===== config.mk =====
export PLATFORM = sky130hd
export DESIGN_NAME = cv32e40p_obi_req_tracker
export DESIGN_NICKNAME = d
export VERILOG_FILES = /design/src/rtl/cv32e40p_obi_pkg.sv /design/src/rtl/cv32e40p_obi_tag_fifo.sv /design/src/rtl/cv32e40p_obi_req_tracker.sv
export SDC_FILE = /design/constraint.sdc
export NUM_CORES = 1
export LEC_CHECK = 0
export CORE_MARGIN = 10
export CORE_UTILIZATION = 26
export CTS_BUF_LIST = sky130_fd_sc_hd__clkbuf_8
export DETAILED_ROUTE_END_ITERATION = 12
export PLACE_DENSITY = 0.87
export SETUP_SLACK_MARGIN = 0.4
export SLEW_MARGIN = 20
export SYNTH_ARGS = -nofsm -noshare
export SYNTH_HDL_FRONTEND = slang
export SYNTH_SLANG_ARGS = --single-unit

===== constraint.sdc =====
create_clock -name clk -period 2 [get_ports clk]
set_input_delay 0.4 -clock clk [delete_from_list [all_inputs] [get_ports clk]]
set_output_delay 0.4 -clock clk [all_outputs]
set_load 0.005 [all_outputs]

===== src/rtl/cv32e40p_obi_pkg.sv =====
// Shared OBI widths and A-channel bundle for the LSU/prefetch OBI path.
package cv32e40p_obi_pkg;

  localparam int OBI_ADDR_W = 32;
  localparam int OBI_DATA_W = 32;
  localparam int OBI_BE_W   = 4;

  typedef struct packed {
    logic [OBI_ADDR_W-1:0] addr;
    logic                  we;
    logic [OBI_BE_W-1:0]   be;
    logic [OBI_DATA_W-1:0] wdata;
  } obi_a_chan_t;

endpackage


===== src/rtl/cv32e40p_obi_tag_fifo.sv =====
// In-order DEPTH x TAG_W tag buffer for outstanding OBI transactions.
// With CV32E40P_OBI_TRACKER_KILL_EN each entry carries a drop bit.
module cv32e40p_obi_tag_fifo #(
  parameter int DEPTH = 2,
  parameter int TAG_W = 8,
  parameter int CNT_W = $clog2(DEPTH + 1)
) (
  input  logic             clk,
  input  logic             rst_n,
`ifdef CV32E40P_OBI_TRACKER_KILL_EN
  input  logic             i_kill,
  output logic             o_head_drop,
`endif
  input  logic             i_push,
  input  logic [TAG_W-1:0] i_tag,
  input  logic             i_pop,
  output logic [TAG_W-1:0] o_head_tag,
  output logic [CNT_W-1:0] o_cnt,
  output logic             o_full,
  output logic             o_empty
);

  localparam int PTR_W = (DEPTH > 1) ? $clog2(DEPTH) : 1;

  logic [TAG_W-1:0] r_tag [DEPTH];
  logic [PTR_W-1:0] r_wr_ptr;
  logic [PTR_W-1:0] r_rd_ptr;
  logic [CNT_W-1:0] r_cnt;
  logic             w_push;
  logic             w_pop;
`ifdef CV32E40P_OBI_TRACKER_KILL_EN
  logic             r_valid [DEPTH];
  logic             r_drop  [DEPTH];
`endif

  // Explicit wrap so non-power-of-two depths work.
  function automatic logic [PTR_W-1:0] f_next(input logic [PTR_W-1:0] p);
    return (p == PTR_W'(DEPTH - 1)) ? '0 : p + 1'b1;
  endfunction

  assign o_full     = (r_cnt == CNT_W'(DEPTH));
  assign o_empty    = (r_cnt == '0);
  assign w_push     = i_push && !o_full;
  assign w_pop      = i_pop && !o_empty;
  assign o_cnt      = r_cnt;
  assign o_head_tag = o_empty ? '0 : r_tag[r_rd_ptr];
`ifdef CV32E40P_OBI_TRACKER_KILL_EN
  assign o_head_drop = !o_empty && r_drop[r_rd_ptr];
`endif

  always_ff @(posedge clk or negedge rst_n) begin
    if (!rst_n) begin
      r_wr_ptr <= '0;
      r_rd_ptr <= '0;
      r_cnt    <= '0;
      // NOTE: tag storage is reset on purpose so a stale tag can never leak out after reset.
      for (int i = 0; i < DEPTH; i++) begin
        r_tag[i] <= '0;
`ifdef CV32E40P_OBI_TRACKER_KILL_EN
        r_valid[i] <= 1'b0;
        r_drop[i]  <= 1'b0;
`endif
      end
    end else begin
`ifdef CV32E40P_OBI_TRACKER_KILL_EN
      if (i_kill) begin
        for (int i = 0; i < DEPTH; i++) r_drop[i] <= r_drop[i] | r_valid[i];
      end
`endif
      if (w_push) begin
        r_tag[r_wr_ptr] <= i_tag;
        r_wr_ptr        <= f_next(r_wr_ptr);
`ifdef CV32E40P_OBI_TRACKER_KILL_EN
        r_valid[r_wr_ptr] <= 1'b1;
        r_drop[r_wr_ptr]  <= 1'b0;
`endif
      end
      if (w_pop) begin
        r_rd_ptr <= f_next(r_rd_ptr);
`ifdef CV32E40P_OBI_TRACKER_KILL_EN
        r_valid[r_rd_ptr] <= 1'b0;
        r_drop[r_rd_ptr]  <= 1'b0;
`endif
      end
      case ({w_push, w_pop})
        2'b10:   r_cnt <= r_cnt + 1'b1;
        2'b01:   r_cnt <= r_cnt - 1'b1;
        default: r_cnt <= r_cnt;
      endcase
    end
  end

endmodule


===== src/rtl/cv32e40p_obi_req_tracker.sv =====
// Outstanding-transaction limiter and in-order tag tracker in front of the OBI adapter.
// Optional kill support is enabled with CV32E40P_OBI_TRACKER_KILL_EN.
module cv32e40p_obi_req_tracker
  import cv32e40p_obi_pkg::*;
#(
  parameter int DEPTH = 2,
  parameter int TAG_W = 8
) (
  input  logic                         clk,
  input  logic                         rst_n,
`ifdef CV32E40P_OBI_TRACKER_KILL_EN
  input  logic                         kill_i,
`endif
  input  logic                         core_req_i,
  output logic                         core_gnt_o,
  input  logic [OBI_ADDR_W-1:0]        core_addr_i,
  input  logic                         core_we_i,
  input  logic [OBI_BE_W-1:0]          core_be_i,
  input  logic [OBI_DATA_W-1:0]        core_wdata_i,
  input  logic [TAG_W-1:0]             core_tag_i,
  output logic                         trans_valid_o,
  input  logic                         trans_ready_i,
  output logic [OBI_ADDR_W-1:0]        trans_addr_o,
  output logic                         trans_we_o,
  output logic [OBI_BE_W-1:0]          trans_be_o,
  output logic [OBI_DATA_W-1:0]        trans_wdata_o,
  input  logic                         resp_valid_i,
  input  logic [OBI_DATA_W-1:0]        resp_rdata_i,
  input  logic                         resp_err_i,
  output logic                         core_rvalid_o,
  output logic [OBI_DATA_W-1:0]        core_rdata_o,
  output logic                         core_err_o,
  output logic [TAG_W-1:0]             core_rtag_o,
  output logic [$clog2(DEPTH+1)-1:0]   cnt_o,
  output logic                         busy_o,
  output logic                         unexp_resp_o
);

  localparam int CNT_W = $clog2(DEPTH + 1);

  obi_a_chan_t      w_a_chan;
  logic             w_full;
  logic             w_empty;
  logic             w_pop;
  logic [CNT_W-1:0] w_cnt;
  logic             r_unexp;
`ifdef CV32E40P_OBI_TRACKER_KILL_EN
  logic             w_head_drop;
`endif

  assign w_a_chan = '{addr: core_addr_i, we: core_we_i, be: core_be_i, wdata: core_wdata_i};
  assign trans_addr_o  = w_a_chan.addr;
  assign trans_we_o    = w_a_chan.we;
  assign trans_be_o    = w_a_chan.be;
  assign trans_wdata_o = w_a_chan.wdata;

  // NOTE: gating uses registered fullness only; a response frees a slot for the next cycle.
`ifdef CV32E40P_OBI_TRACKER_KILL_EN
  assign trans_valid_o = core_req_i && !w_full && !kill_i;
`else
  assign trans_valid_o = core_req_i && !w_full;
`endif
  assign core_gnt_o = trans_valid_o && trans_ready_i;

  assign w_pop = resp_valid_i && !w_empty;
`ifdef CV32E40P_OBI_TRACKER_KILL_EN
  assign core_rvalid_o = w_pop && !w_head_drop;
`else
  assign core_rvalid_o = w_pop;
`endif
  assign core_rdata_o = resp_rdata_i;
  assign core_err_o   = resp_err_i;
  assign cnt_o        = w_cnt;
  assign busy_o       = !w_empty;
  assign unexp_resp_o = r_unexp;

  cv32e40p_obi_tag_fifo #(
    .DEPTH (DEPTH),
    .TAG_W (TAG_W),
    .CNT_W (CNT_W)
  ) u_tag_fifo (
    .clk         (clk),
    .rst_n       (rst_n),
`ifdef CV32E40P_OBI_TRACKER_KILL_EN
    .i_kill      (kill_i),
    .o_head_drop (w_head_drop),
`endif
    .i_push      (core_gnt_o),
    .i_tag       (core_tag_i),
    .i_pop       (w_pop),
    .o_head_tag  (core_rtag_o),
    .o_cnt       (w_cnt),
    .o_full      (w_full),
    .o_empty     (w_empty)
  );

  always_ff @(posedge clk or negedge rst_n) begin
    if (!rst_n) r_unexp <= 1'b0;
    else        r_unexp <= r_unexp | (resp_valid_i && w_empty);
  end

endmodule


* Word level (Yosys, flattened, before mapping)
Cells that the tools add are included.
Cells by class: $add $sub $neg 4, multiply operators 0, divide/modulo/power cells 0, magnitude comparators 3, eq/ne operators 3, shift-type cells 0, muxes and demuxes 10, bitwise operators 3, reduce and logical (&&, ||, !) cells 11
Operators with widths (number):
- two-way mux 8 bit | 5
- bitwise mux 16 bit | 1
- demux 8 bit (select 1 bit) | 1
- logical AND 1 bit | 7
- == test 2 bit (second input constant) | 2
- >= comparator 2 bit (second input constant) | 2
- NOT 1 -> 2 bit | 2
- case mux 2 bit (2 select lines) | 1
- adder 1 bit (second input constant) | 2
- adder 2 x 1 -> 2 bit (second input constant) | 1
- == test 2 x 1 -> 1 bit (second input constant) | 1
- logical NOT 1 bit | 2
- logical NOT 2 bit | 1
- less-than comparator 2 x 1 -> 1 bit (second input constant) | 1
- two-way mux 1 bit | 2
- nonzero test 2 bit | 1
- subtractor 2 x 1 -> 2 bit (second input constant) | 1
- OR 1 bit | 1
Word-level totals: flip-flop bits (word level) 21, latch bits 0, RAM bits 0, bits in read-only memories 0, bits of input ports 115, logic and storage cells 40, memories 0

* Depth between registers and ports, before layout
Gate-level depths: netlist (run 1).
word-level depth 7, gate-level depth with buffers 7, mapped depth without buffers 7

* Cells and area by module
A second synthesis (run 1) with hierarchy kept.
Unflattened totals: cell total of the unflattened synthesis 176, area, all modules 1735.4 um2
By module, submodules not included:
- cv32e40p_obi_tag_fifo | instances 1, cells an instance 68, area an instance 912.1 um2, seq. area each 500.5 um2
- cv32e40p_obi_req_tracker | instances 1, cells an instance 108, area an instance 823.3 um2, seq. area each 25.0 um2

* Least setup slack after synthesis (run 1)
Ideal clock, no wire load.
kind reg-to-reg, start register u_tag_fifo.r_cnt[0], in the netlist u_tag_fifo.o_cnt[0], end register u_tag_fifo.r_cnt[1], in the netlist u_tag_fifo.o_cnt[1], arrival time 1.395 ns, required time 1.921 ns, path slack 0.526 ns, cell stages (with the launch flop) 7, buffers on the path 0, clock period less this slack 1.474 ns, cell sequence dfrtp_1 > nand2b_4 > and3_2 > inv_1 > ha_1 > nor2_1 > xor2_1
Between the ends: longest elaborated chain between the ends 7
Ends and longest elaborated chain:
- start: declaration | RTL line cv32e40p_obi_tag_fifo.sv:28 | logic [CNT_W-1:0] r_cnt;
- start signal: assignment | RTL line cv32e40p_obi_tag_fifo.sv:86 | 2'b10: r_cnt <= r_cnt + 1'b1;
- start signal: assignment | RTL line cv32e40p_obi_tag_fifo.sv:87 | 2'b01: r_cnt <= r_cnt - 1'b1;
- start signal: assignment | RTL line cv32e40p_obi_tag_fifo.sv:88 | default: r_cnt <= r_cnt;
- == test 2 bit (*) | RTL line cv32e40p_obi_tag_fifo.sv:41 | assign o_full = (r_cnt == CNT_W'(DEPTH));
- logical NOT 1 bit (*) | RTL line cv32e40p_obi_req_tracker.sv:61 | assign trans_valid_o = core_req_i && !w_full;
- logical AND 1 bit (*) | RTL line cv32e40p_obi_req_tracker.sv:61
- logical AND 1 bit (*) | RTL line cv32e40p_obi_req_tracker.sv:63 | assign core_gnt_o = trans_valid_o && trans_ready_i;
- named net core_gnt_o | RTL line cv32e40p_obi_req_tracker.sv:15 | output logic core_gnt_o,
- logical AND 1 bit (*) | RTL line cv32e40p_obi_tag_fifo.sv:43 | assign w_push = i_push && !o_full;
- == test 2 x 1 -> 1 bit or == test 2 bit (tied branches) | RTL line cv32e40p_obi_tag_fifo.sv:85 | case ({w_push, w_pop})
- case mux 2 bit (2 select lines) or nonzero test 2 bit (tied branches)
Mark *: on every way through the listed nets, which the timed path passes. The rest lies on a longest branch. A chain may end at the register's enable or synchronous reset.

* Worst setup path after layout (run 1)
start register u_tag_fifo.r_cnt[1], in the netlist u_tag_fifo.o_cnt[1], end output port core_rtag_o[5]
Between the ends: longest elaborated chain between the ends 2
Ends and longest elaborated chain:
- logical NOT 2 bit | RTL line cv32e40p_obi_tag_fifo.sv:42 | assign o_empty = (r_cnt == '0);
- two-way mux 8 bit | RTL line cv32e40p_obi_tag_fifo.sv:46 | assign o_head_tag = o_empty ? '0 : r_tag[r_rd_ptr];
- end: declaration | RTL line cv32e40p_obi_req_tracker.sv:33 | output logic [TAG_W-1:0] core_rtag_o,
Every way passes these cells.

==> impl_metrics.yaml, run 1 <==
setup_path:
  r2r_cells: 8
  critical_path_cell_count: 6
  cp_data_required_time_ns: 1.60
  cpPeakStageDelay_ns: 0.43
  worst-path-max-fanout: 5
  timing.critical_path.from: "u_tag_fifo.o_cnt[1]$_DFFE_PN0P_"
  critPathTopFamily: "buffers and inverters"
  cp_slowest_cell: "sky130_fd_sc_hd__dfrtp_2"
  worstReg2RegEnd: "u_tag_fifo.o_cnt[1]$_DFFE_PN0P_"
  worstPathBufferInverterCount: 4
  regToRegStartpoint: "u_tag_fifo.o_cnt[1]$_DFFE_PN0P_"
  crit_path_end: "core_rtag_o[5]"
  critical_path_arrival_ns: 1.30
  criticalPathCategory: "register to output port"
  critical_path.most_common_cell: "sky130_fd_sc_hd__buf_6"
  critical_path.startpoint_type: "register"
  regToRegSetupSlack_ns: 0.48
  timing.critical_path.to_type: "output port"
  worstPathCellList: "nor2_4 > buf_6 > buf_6 > buf_4 > nor2_2 > buf_2"
synth:
  post_synth_net_total: 291
  synth.avg_cell_area_um2: 10.2
  syn-instance-count: 175
  synth_area_um2: 1780
  synth.top_cells.by_area: "sky130_fd_sc_hd__buf_4, sky130_fd_sc_hd__dfrtp_1, sky130_fd_sc_hd__mux2_4"
  ys_warn_count: 0
  number_of_different_library_cells_in_the_post_synthesis_netlist: 20
  post-synth-top-area-fraction_pct: 43.1
  seq_area_frac_synth_pct: 29.6
  yosys_reg_bits: 21
  synth_area_leader_cell: "sky130_fd_sc_hd__buf_4"
power_and_ir_drop:
  combinational_share_of_power_pct: 58.8
  fraction_of_power_spent_switching_nets_pct: 32.8
  netSwitchingPower_uw: 834
  cellLeakagePower_uw: 0.000776
  p_total_uw: 2540
  sequentialPowerShare_pct: 30.3
  cellPowerDensity_nw_per_um2: 1530
  worst_ir_drop_vdd_v: 0.000822
  power.clock.fraction_pct: 10.9
  internal_portion_of_total_power_uw: 1710
timing:
  timing_worst_slew_pin_value_ns: 0.274
  relSlewSlack_pct: 81.2
  clock_skew_ns: 0.00712
  setup_violations_final: 0
  timing.fmax_mhz: 587
  final_min_period_over_clock_period_pct: 85.2
  final-max-slew-violation-count: 0
  timing.final.crit_period_ns: 1.70
  final_hold_vio_count: 0
  fin_setup_tns_ns: 0
  fin_hold_ws_ns: 0.474
  rsz0062_at_grt: "true"
finish:
  num-nets-final: 242
  ff_latch_area_um2: 528
  filler_instances: 704
  layout-area-overhead-vs-synth_pct: -6.34
  drive_above_1_share_pct: 57.6
  multi_input_area_um2: 513
  final_cell_area_um2: 1660
  diodes: 0
global_routing:
  grt_antenna_before_repair: 0
  globalRouteOverflowTotal: 0
  first_global_vias: 985
  grtUsageTotal_pct: 7.06
  grt_max_degree: 22
  wire_length_of_the_first_global_routing_pass_um: 5570
place:
  place.port_buffers: 27
  place_congestion: 0.636
  detailed_place.area_um2: 1420
floorplanning:
  core-area_um2: 6720
  ioPinCount: 232
  initial_core_util_pct: 26.4
  floorplan.rows: 30
  die-height_um: 103
  die_w_um: 103
  fp.dieArea_um2: 10500
route:
  remaining_antenna_violation_count_after_routing: 0
  detail_route.drc_violations: 0
  top_layer_used: "met4"
  detailed_routing_wirelength_on_met1_um: 1050
  route.met2.wl_um: 1970
  wl_met3_um: 570
  avgRoutedWirePerCell_um: 19.6
  drt_iter0_drc: 11
  detail_route.vias_per_cell: 4.04
  drt_wl_total_um: 4020
  detail_route.first_pass.iterations: 4
  num_vias: 829
cts:
  cts-buffers-inserted: 3
  h-tree-depth: 1
  clock-root-buffer: "sky130_fd_sc_hd__clkbuf_8"
  tritoncts_clock_tree: "yes"
  clkTransAtPathRegs_ns: 0.08
  clock_sinks: 21
  max_clock_buf_depth: 2
  holdBufCountCts: 0
  clkLatencyLatePin_ns: 0.26
job:
  cap_violations: 0
worst_hold_path:
  hold_path.class: "input port to async pin"
status:
  status: "completed"
-- worst min path at each step --
stage                      startpoint                               end  slack (ns)  depth (start not counted)
3_5_place_dp   unexp_resp_o$_DFF_PN0_            unexp_resp_o$_DFF_PN0_        0.46                          1
6_report                        rst_n   u_tag_fifo.r_tag[4]$_DFFE_PN0P_        0.47                          2
2_1_floorplan                   rst_n   u_tag_fifo.o_cnt[0]$_DFFE_PN0P_        0.10                          0
5_1_grt                         rst_n  u_tag_fifo.r_tag[14]$_DFFE_PN0P_        0.50                          2
4_1_cts                         rst_n   u_tag_fifo.r_tag[0]$_DFFE_PN0P_        0.48                          2
3_3_place_gp   unexp_resp_o$_DFF_PN0_            unexp_resp_o$_DFF_PN0_        0.45                          1
-- layout by cell type (no fill, tap or decap), types with 3 or more instances in the layout --
master	count
sky130_fd_sc_hd__dfrtp_1	19
sky130_fd_sc_hd__buf_6	13
sky130_fd_sc_hd__buf_4	12
sky130_fd_sc_hd__clkdlybuf4s50_1	10
sky130_fd_sc_hd__buf_2	9
sky130_fd_sc_hd__mux2i_1	8
sky130_fd_sc_hd__mux2_2	8
sky130_fd_sc_hd__mux2_4	8
sky130_fd_sc_hd__nor2_1	5
sky130_fd_sc_hd__nor2_2	3
sky130_fd_sc_hd__clkbuf_8	3
-- state kept, by name, indices dropped and copies added (netlist names) --
signal               flops
u_tag_fifo.o_cnt         2
unexp_resp_o             1
u_tag_fifo.r_wr_ptr      1
u_tag_fifo.r_rd_ptr      1
u_tag_fifo.r_tag        16
-- cells by family (layout without fill, tap and decap cells) --
group           Yosys count  in the layout  share of synthesized area [%]
buf+inv                 107             57                           44.6
mux                      24             24                           16.3
flops                    21             21                           29.6
simple gates             16             16                           5.85
xor+xnor                  5              5                           2.47
fa+ha+maj                 1              1                          0.704
compound gates            1              1                          0.423
-- power by group through the flow --
stage	Combinational (uW)	Clock, uW	Sequential, uW
after CTS	1430	283	771
after global placement	1080	0	814
final	1500	276	772
after global routing	1620	296	799
after floorplan	799	0	747
after detailed placement	1110	0	823
-- per-stage QoR --
| step | util (%) | instances | worst slack [ns] |
|---|---|---|---|
| detailed placement | 21.1 | 183 | -0.0218 |
| global route | 24.8 | 205 | 0.257 |
| CTS | 24.0 | 204 | 0.282 |
| floorplan | - | 175 | 0.526 |
| finish | 24.8 | 205 | 0.297 |
| global placement | 21.1 | 183 | -0.0192 |
-- metal layers --
layer | track usage [%] | vias to the layer above
met2 | 11.9 | 56
met4 | 9.11 | 0
met1 | 5.22 | 378
met5 | 0 | -
li1 | - | 351
met3 | 3.22 | 44
-- Yosys cell counts (all sizes together) --
library cell  number
ha                 1
and3               1
inv                2
clkbuf             1
mux2i              8
xnor2              3
a21o               1
xor2               2
and2               1
nand4              1
nor2              10
mux2              16
nand2b             1
and4b              1
dfrtp             21
nor2b              1
buf              104
-- timing repair --
item                                    CTS  global route
setup buffers                            16             1
gates cloned                              1             0
resized for setup                        76            12
endpoints found under the setup margin   15            21
pin swaps                                 7             4
-- area by class of cell --
cell class,instances,share of cell area [%]
Inverter,2,0.451
Tap cell,80,6.02
Timing Repair Buffer,51,28.2
Clock inverter,1,0.301
Clock buffer,3,2.48
Multi-Input combinational cell,47,30.8
Sequential cell,21,31.7
(Power assumes the default switching activity.)
==> run 2, diff against run 1 <==
==> constraint.sdc (replaced) <==
create_clock -name clk -period 2 [get_ports clk]
set_input_delay 0.2 -clock clk [delete_from_list [all_inputs] [get_ports clk]]
set_output_delay 0.2 -clock clk [all_outputs]
set_load 0.005 [all_outputs]
==> impl_metrics.yaml, run 2 (synthesis results as in run 1) <==
finish:
  filler_instances: 714
  layout.cells.most_common: "sky130_fd_sc_hd__dfrtp_1"
  drive_above_1_share_pct: 38.7
  layout-area-overhead-vs-synth_pct: -15.4
  final_cell_area_um2: 1500
  largest_register_ff_count: 16
  final_cell_mix: "sky130_fd_sc_hd__dfrtp_1, sky130_fd_sc_hd__clkdlybuf4s50_1"
  largest_register: "u_tag_fifo.r_tag"
  num-nets-final: 228
  diodes: 0
timing:
  final-max-slew-violation-count: 0
  final_min_period_over_clock_period_pct: 79.8
  setup_violations_final: 0
  timing.fmax_mhz: 626
  rsz0062_at_grt: "true"
  clock_skew_ns: 0.00517
  relSlewSlack_pct: 82.0
  timing.final.crit_period_ns: 1.60
  fin_hold_ws_ns: 0.279
  timing_worst_slew_pin_value_ns: 0.271
  fin_setup_tns_ns: 0
  final_hold_vio_count: 0
cts:
  clkTransAtPathRegs_ns: 0.08
  clock_sinks: 21
  clkLatencyLatePin_ns: 0.25
  cts-buffers-inserted: 3
  clock-root-buffer: "sky130_fd_sc_hd__clkbuf_8"
  h-tree-depth: 1
  holdBufCountCts: 0
  max_clock_buf_depth: 2
  tritoncts_clock_tree: "yes"
global_routing:
  grt_max_degree: 22
  globalRouteOverflowTotal: 0
  first_global_vias: 925
  wire_length_of_the_first_global_routing_pass_um: 5580
  grtUsageTotal_pct: 7.02
  grt_antenna_before_repair: 0
floorplanning:
  die_w_um: 103
  fp.dieArea_um2: 10500
  initial_core_util_pct: 26.4
  die-height_um: 103
  floorplan.rows: 30
  ioPinCount: 232
  core-area_um2: 6720
setup_path:
  worstPathCellList: "nor2_4 > buf_6 > buf_4 > inv_1 > dlygate4sd2_1"
  worstPathBufferInverterCount: 4
  critical_path_arrival_ns: 1.40
  cpPeakStageDelay_ns: 0.45
  critical_path.startpoint_type: "register"
  cp_data_required_time_ns: 1.80
  critPathTopFamily: "buffers and inverters"
  timing.critical_path.to_type: "output port"
  worst-path-max-fanout: 3
  criticalPathCategory: "register to output port"
  cp_slowest_cell: "sky130_fd_sc_hd__dfrtp_2"
power_and_ir_drop:
  worst_ir_drop_vdd_v: 0.000613
  cellPowerDensity_nw_per_um2: 1500
  p_total_uw: 2260
  cellLeakagePower_uw: 0.000668
place:
  dp.final_hpwl_um: 2950
  detailed_place.area_um2: 1380
  place.port_buffers: 27
  place_congestion: 0.616
route:
  drt_iter0_drc: 6
  detail_route.drc_violations: 0
  detail_route.vias_per_cell: 4.06
  remaining_antenna_violation_count_after_routing: 0
  avgRoutedWirePerCell_um: 20.1
  drt_wl_total_um: 3840
  num_vias: 775
  detail_route.first_pass.iterations: 2
job:
  cap_violations: 0
status:
  status: "completed"
worst_hold_path:
  hold_path.class: "input port to async pin"
==> run 2: cell types whose count changed in the layout (fill, tap and decap cells not counted), moves of 3 or more <==
cell,delta
sky130_fd_sc_hd__buf_2,-9
sky130_fd_sc_hd__buf_4,-5
sky130_fd_sc_hd__buf_6,-11
sky130_fd_sc_hd__nor2_1,+3
sky130_fd_sc_hd__clkdlybuf4s15_1,+5
sky130_fd_sc_hd__clkdlybuf4s50_1,+5
==> run 2: through the flow <==
stage	worst slack, ns	cells	utilization (%)
finish	0.404	191	22.4
global route	0.331	191	22.4
CTS	0.361	190	22.3
detailed placement	0.245	180	20.6
global placement	0.248	180	20.6
floorplan	0.526	175	-
==> run 2: final timing paths <==
check	startpoint	to	slack, ns	depth (start not counted)
max	u_tag_fifo.o_cnt[1]$_DFFE_PN0P_	busy_o	0.40	5
min	rst_n	u_tag_fifo.r_tag[8]$_DFFE_PN0P_	0.28	2
max reg2reg	u_tag_fifo.o_cnt[0]$_DFFE_PN0P_	u_tag_fifo.o_cnt[1]$_DFFE_PN0P_	0.46	6
min reg2reg	unexp_resp_o$_DFF_PN0_	unexp_resp_o$_DFF_PN0_	0.47	1
max in group asynchronous	rst_n	u_tag_fifo.o_cnt[1]$_DFFE_PN0P_	1.48	2
min in group clk	resp_rdata_i[25]	core_rdata_o[25]	0.40	0
==> run 2: metal layers <==
metal / wire (um) / vias up / part of all wire, % / track usage (%)
li1: - / 325 / - / -
met1: 990 / 348 / 26 / 5.66
met2: 1820 / 56 / 47 / 11.0
met3: 585 / 46 / 15 / 3.49
met4: 444 / 0 / 12 / 9.11
met5: 0 / - / 0 / 0
==> run 2: area by class of cell <==
class / count / area [um2] / share of cell area [%]
clock buffer: 3 / 41.3 / 2.75
clock inverter: 1 / 5.00 / 0.333
inverter: 2 / 7.51 / 0.499
multi-input combinational: 47 / 475 / 31.6
sequential: 21 / 529 / 35.2
tap: 80 / 100 / 6.66
timing repair buffer: 37 / 345 / 23.0
==> run 2: power breakdown <==
group          internal (uW)  switching (uW)
logic                    741             462
registers                642             142
clock network            138             133
total                   1520             737
==> run 2: what timing repair did <==
item                                    4_1_cts  5_1_grt
resized for setup                            23       13
pin swaps                                     1        1
cloned                                        1        0
buffers inserted                              5        1
endpoints found under the setup margin       12        9
==> run 3, diff against run 2 <==
--- a/config.mk
+++ b/config.mk
@@ -6,10 +6,10 @@
 export NUM_CORES = 1
 export LEC_CHECK = 0
 export CORE_MARGIN = 10
-export CORE_UTILIZATION = 26
+export CORE_UTILIZATION = 24
 export CTS_BUF_LIST = sky130_fd_sc_hd__clkbuf_8
 export DETAILED_ROUTE_END_ITERATION = 12
-export PLACE_DENSITY = 0.87
+export PLACE_DENSITY = 0.84
 export SETUP_SLACK_MARGIN = 0.4
 export SLEW_MARGIN = 20
 export SYNTH_ARGS = -nofsm -noshare
==> constraint.sdc (replaced) <==
create_clock -name clk -period 1.3 [get_ports clk]
set_input_delay 0.13 -clock clk [delete_from_list [all_inputs] [get_ports clk]]
set_output_delay 0.13 -clock clk [all_outputs]
set_load 0.005 [all_outputs]
==> impl_metrics.yaml, run 3 (synthesis results as in run 1) <==
setup_path:
  critical_path.startpoint_type: "register"
  worstPathCellList: "buf_6 > nand2b_4 > and4b_1 > buf_12 > mux2_4"
  r2r_cells: 5
  cp_slowest_cell: "sky130_fd_sc_hd__dfrtp_2"
  worst-path-max-fanout: 8
  cpPeakStageDelay_ns: 0.44
  timing.critical_path.to_type: "register"
  critical_path_arrival_ns: 1.62
  cp_data_required_time_ns: 1.44
  criticalPathCategory: "register to register"
timing:
  setup_violations_final: 27
  final_min_period_over_clock_period_pct: 113
  rsz0062_at_grt: "true"
  setup_slack_ns: -0.175
  timing.final.crit_period_ns: 1.48
  fin_hold_ws_ns: 0.210
  timing_worst_slew_pin_value_ns: 0.263
  timing.fmax_mhz: 678
  final_hold_vio_count: 0
  clock_skew_ns: 0.00310
  final-max-slew-violation-count: 0
  relSlewSlack_pct: 82.5
cts:
  clkLatencyLatePin_ns: 0.25
  cts-buffers-inserted: 3
  max_clock_buf_depth: 2
  tritoncts_clock_tree: "yes"
  holdBufCountCts: 0
  clkTransAtPathRegs_ns: 0.07
  clock-root-buffer: "sky130_fd_sc_hd__clkbuf_8"
  clock_sinks: 21
  h-tree-depth: 1
finish:
  layout-area-overhead-vs-synth_pct: -3.17
  layout.cells.most_common: "sky130_fd_sc_hd__dfrtp_1"
  final_cell_area_um2: 1720
  finish.utilization_pct: 23.8
  num-nets-final: 241
  diodes: 0
  final_cell_mix: "sky130_fd_sc_hd__dfrtp_1, sky130_fd_sc_hd__mux2_4, sky130_fd_sc_hd__buf_6"
  largest_register: "u_tag_fifo.r_tag"
  largest_register_ff_count: 16
  filler_instances: 778
  drive_above_1_share_pct: 58.1
place:
  place.port_buffers: 27
  post-place-ws_ns: -0.279
  place_congestion: 0.693
  detailed_place.area_um2: 1580
  dp.final_hpwl_um: 3080
route:
  drt_wl_total_um: 3770
  avgRoutedWirePerCell_um: 16.9
  detail_route.first_pass.iterations: 3
  detail_route.drc_violations: 0
  remaining_antenna_violation_count_after_routing: 0
  num_vias: 878
  drt_iter0_drc: 16
  detail_route.vias_per_cell: 3.94
global_routing:
  grt_antenna_before_repair: 0
  grt_max_degree: 22
  globalRouteOverflowTotal: 0
  wire_length_of_the_first_global_routing_pass_um: 5690
  grtUsageTotal_pct: 6.20
  first_global_vias: 1036
power_and_ir_drop:
  cellLeakagePower_uw: 0.000796
  worst_ir_drop_vdd_v: 0.00104
  cellPowerDensity_nw_per_um2: 2340
floorplanning:
  ioPinCount: 232
  floorplan.rows: 31
  fp.dieArea_um2: 11200
  die-height_um: 106
  die_w_um: 106
  initial_core_util_pct: 24.6
  core-area_um2: 7210
status:
  status: "finished with violations"
  failing_checks: "setup timing"
worst_hold_path:
  hold_path.class: "input port to async pin"
job:
  cap_violations: 0
## run 3: changes by cell type in the layout (fill, tap and decap cells not counted), sizes merged
cell           previous run  this run
clkdlybuf4s50            15        12
clkbuf                    6         4
dlygate4sd2               4         0
clkdlybuf4s15             5         0
buf                      10        37
## run 3: worst max-delay path, delay by kind of cell (launching register included)
kind          cells  cell delay, ns
buf+inv           2            0.27
flops             1            0.44
mux               1            0.29
simple gates      2            0.36
## run 3: area by class of cell
type | count | area, um2 | area share [%]
multi-input cells | 47 | 544 | 31.6
flip-flops and latches | 21 | 527 | 30.6
repair buffers | 50 | 469 | 27.3
well taps | 99 | 124 | 7.20
clock buffers | 3 | 41.3 | 2.40
inverters | 2 | 10.0 | 0.582
clock inverters | 1 | 5.00 | 0.291
## run 3: power breakdown
part / internal [uW] / switching (uW)
combinational: 1560 / 844
clock: 213 / 198
sequential: 982 / 239
total: 2750 / 1280
## run 3: metrics by stage
step,setup TNS [ns],power (uW),cells
CTS,-3.46,4100,222
floorplan,-0.425,2560,175
global placement,-5.62,3360,210
finish,-3.03,4030,223
detailed placement,-6.16,3410,210
global route,-4.59,4320,223
## run 3: timing repair
action	4_1_cts	5_1_grt
endpoints found under the hold margin	0	0
gates resized for setup	78	3
endpoints found under the setup margin	36	36
setup buffers	8	1
pin swaps	7	4
## run 3: worst paths after layout
check                           slack [ns]                               end                             from
min in group clk                      0.26                   core_rdata_o[1]                  resp_rdata_i[1]
worst min-delay path                  0.21  u_tag_fifo.r_tag[11]$_DFFE_PN0P_                            rst_n
worst max register to register       -0.18  u_tag_fifo.r_tag[14]$_DFFE_PN0P_  u_tag_fifo.o_cnt[0]$_DFFE_PN0P_
worst max-delay path                 -0.18  u_tag_fifo.r_tag[14]$_DFFE_PN0P_  u_tag_fifo.o_cnt[0]$_DFFE_PN0P_
worst min register to register        0.51   u_tag_fifo.r_tag[0]$_DFFE_PN0P_  u_tag_fifo.r_tag[0]$_DFFE_PN0P_
max in group asynchronous             0.86   u_tag_fifo.o_cnt[0]$_DFFE_PN0P_                            rst_n
## run 3: layer usage
layer | share of wire, % | track usage, %
met3 | 16 | 4.11
met1 | 29 | 5.24
met2 | 43 | 8.83
met5 | 0.56 | 1.34
met4 | 11 | 7.45
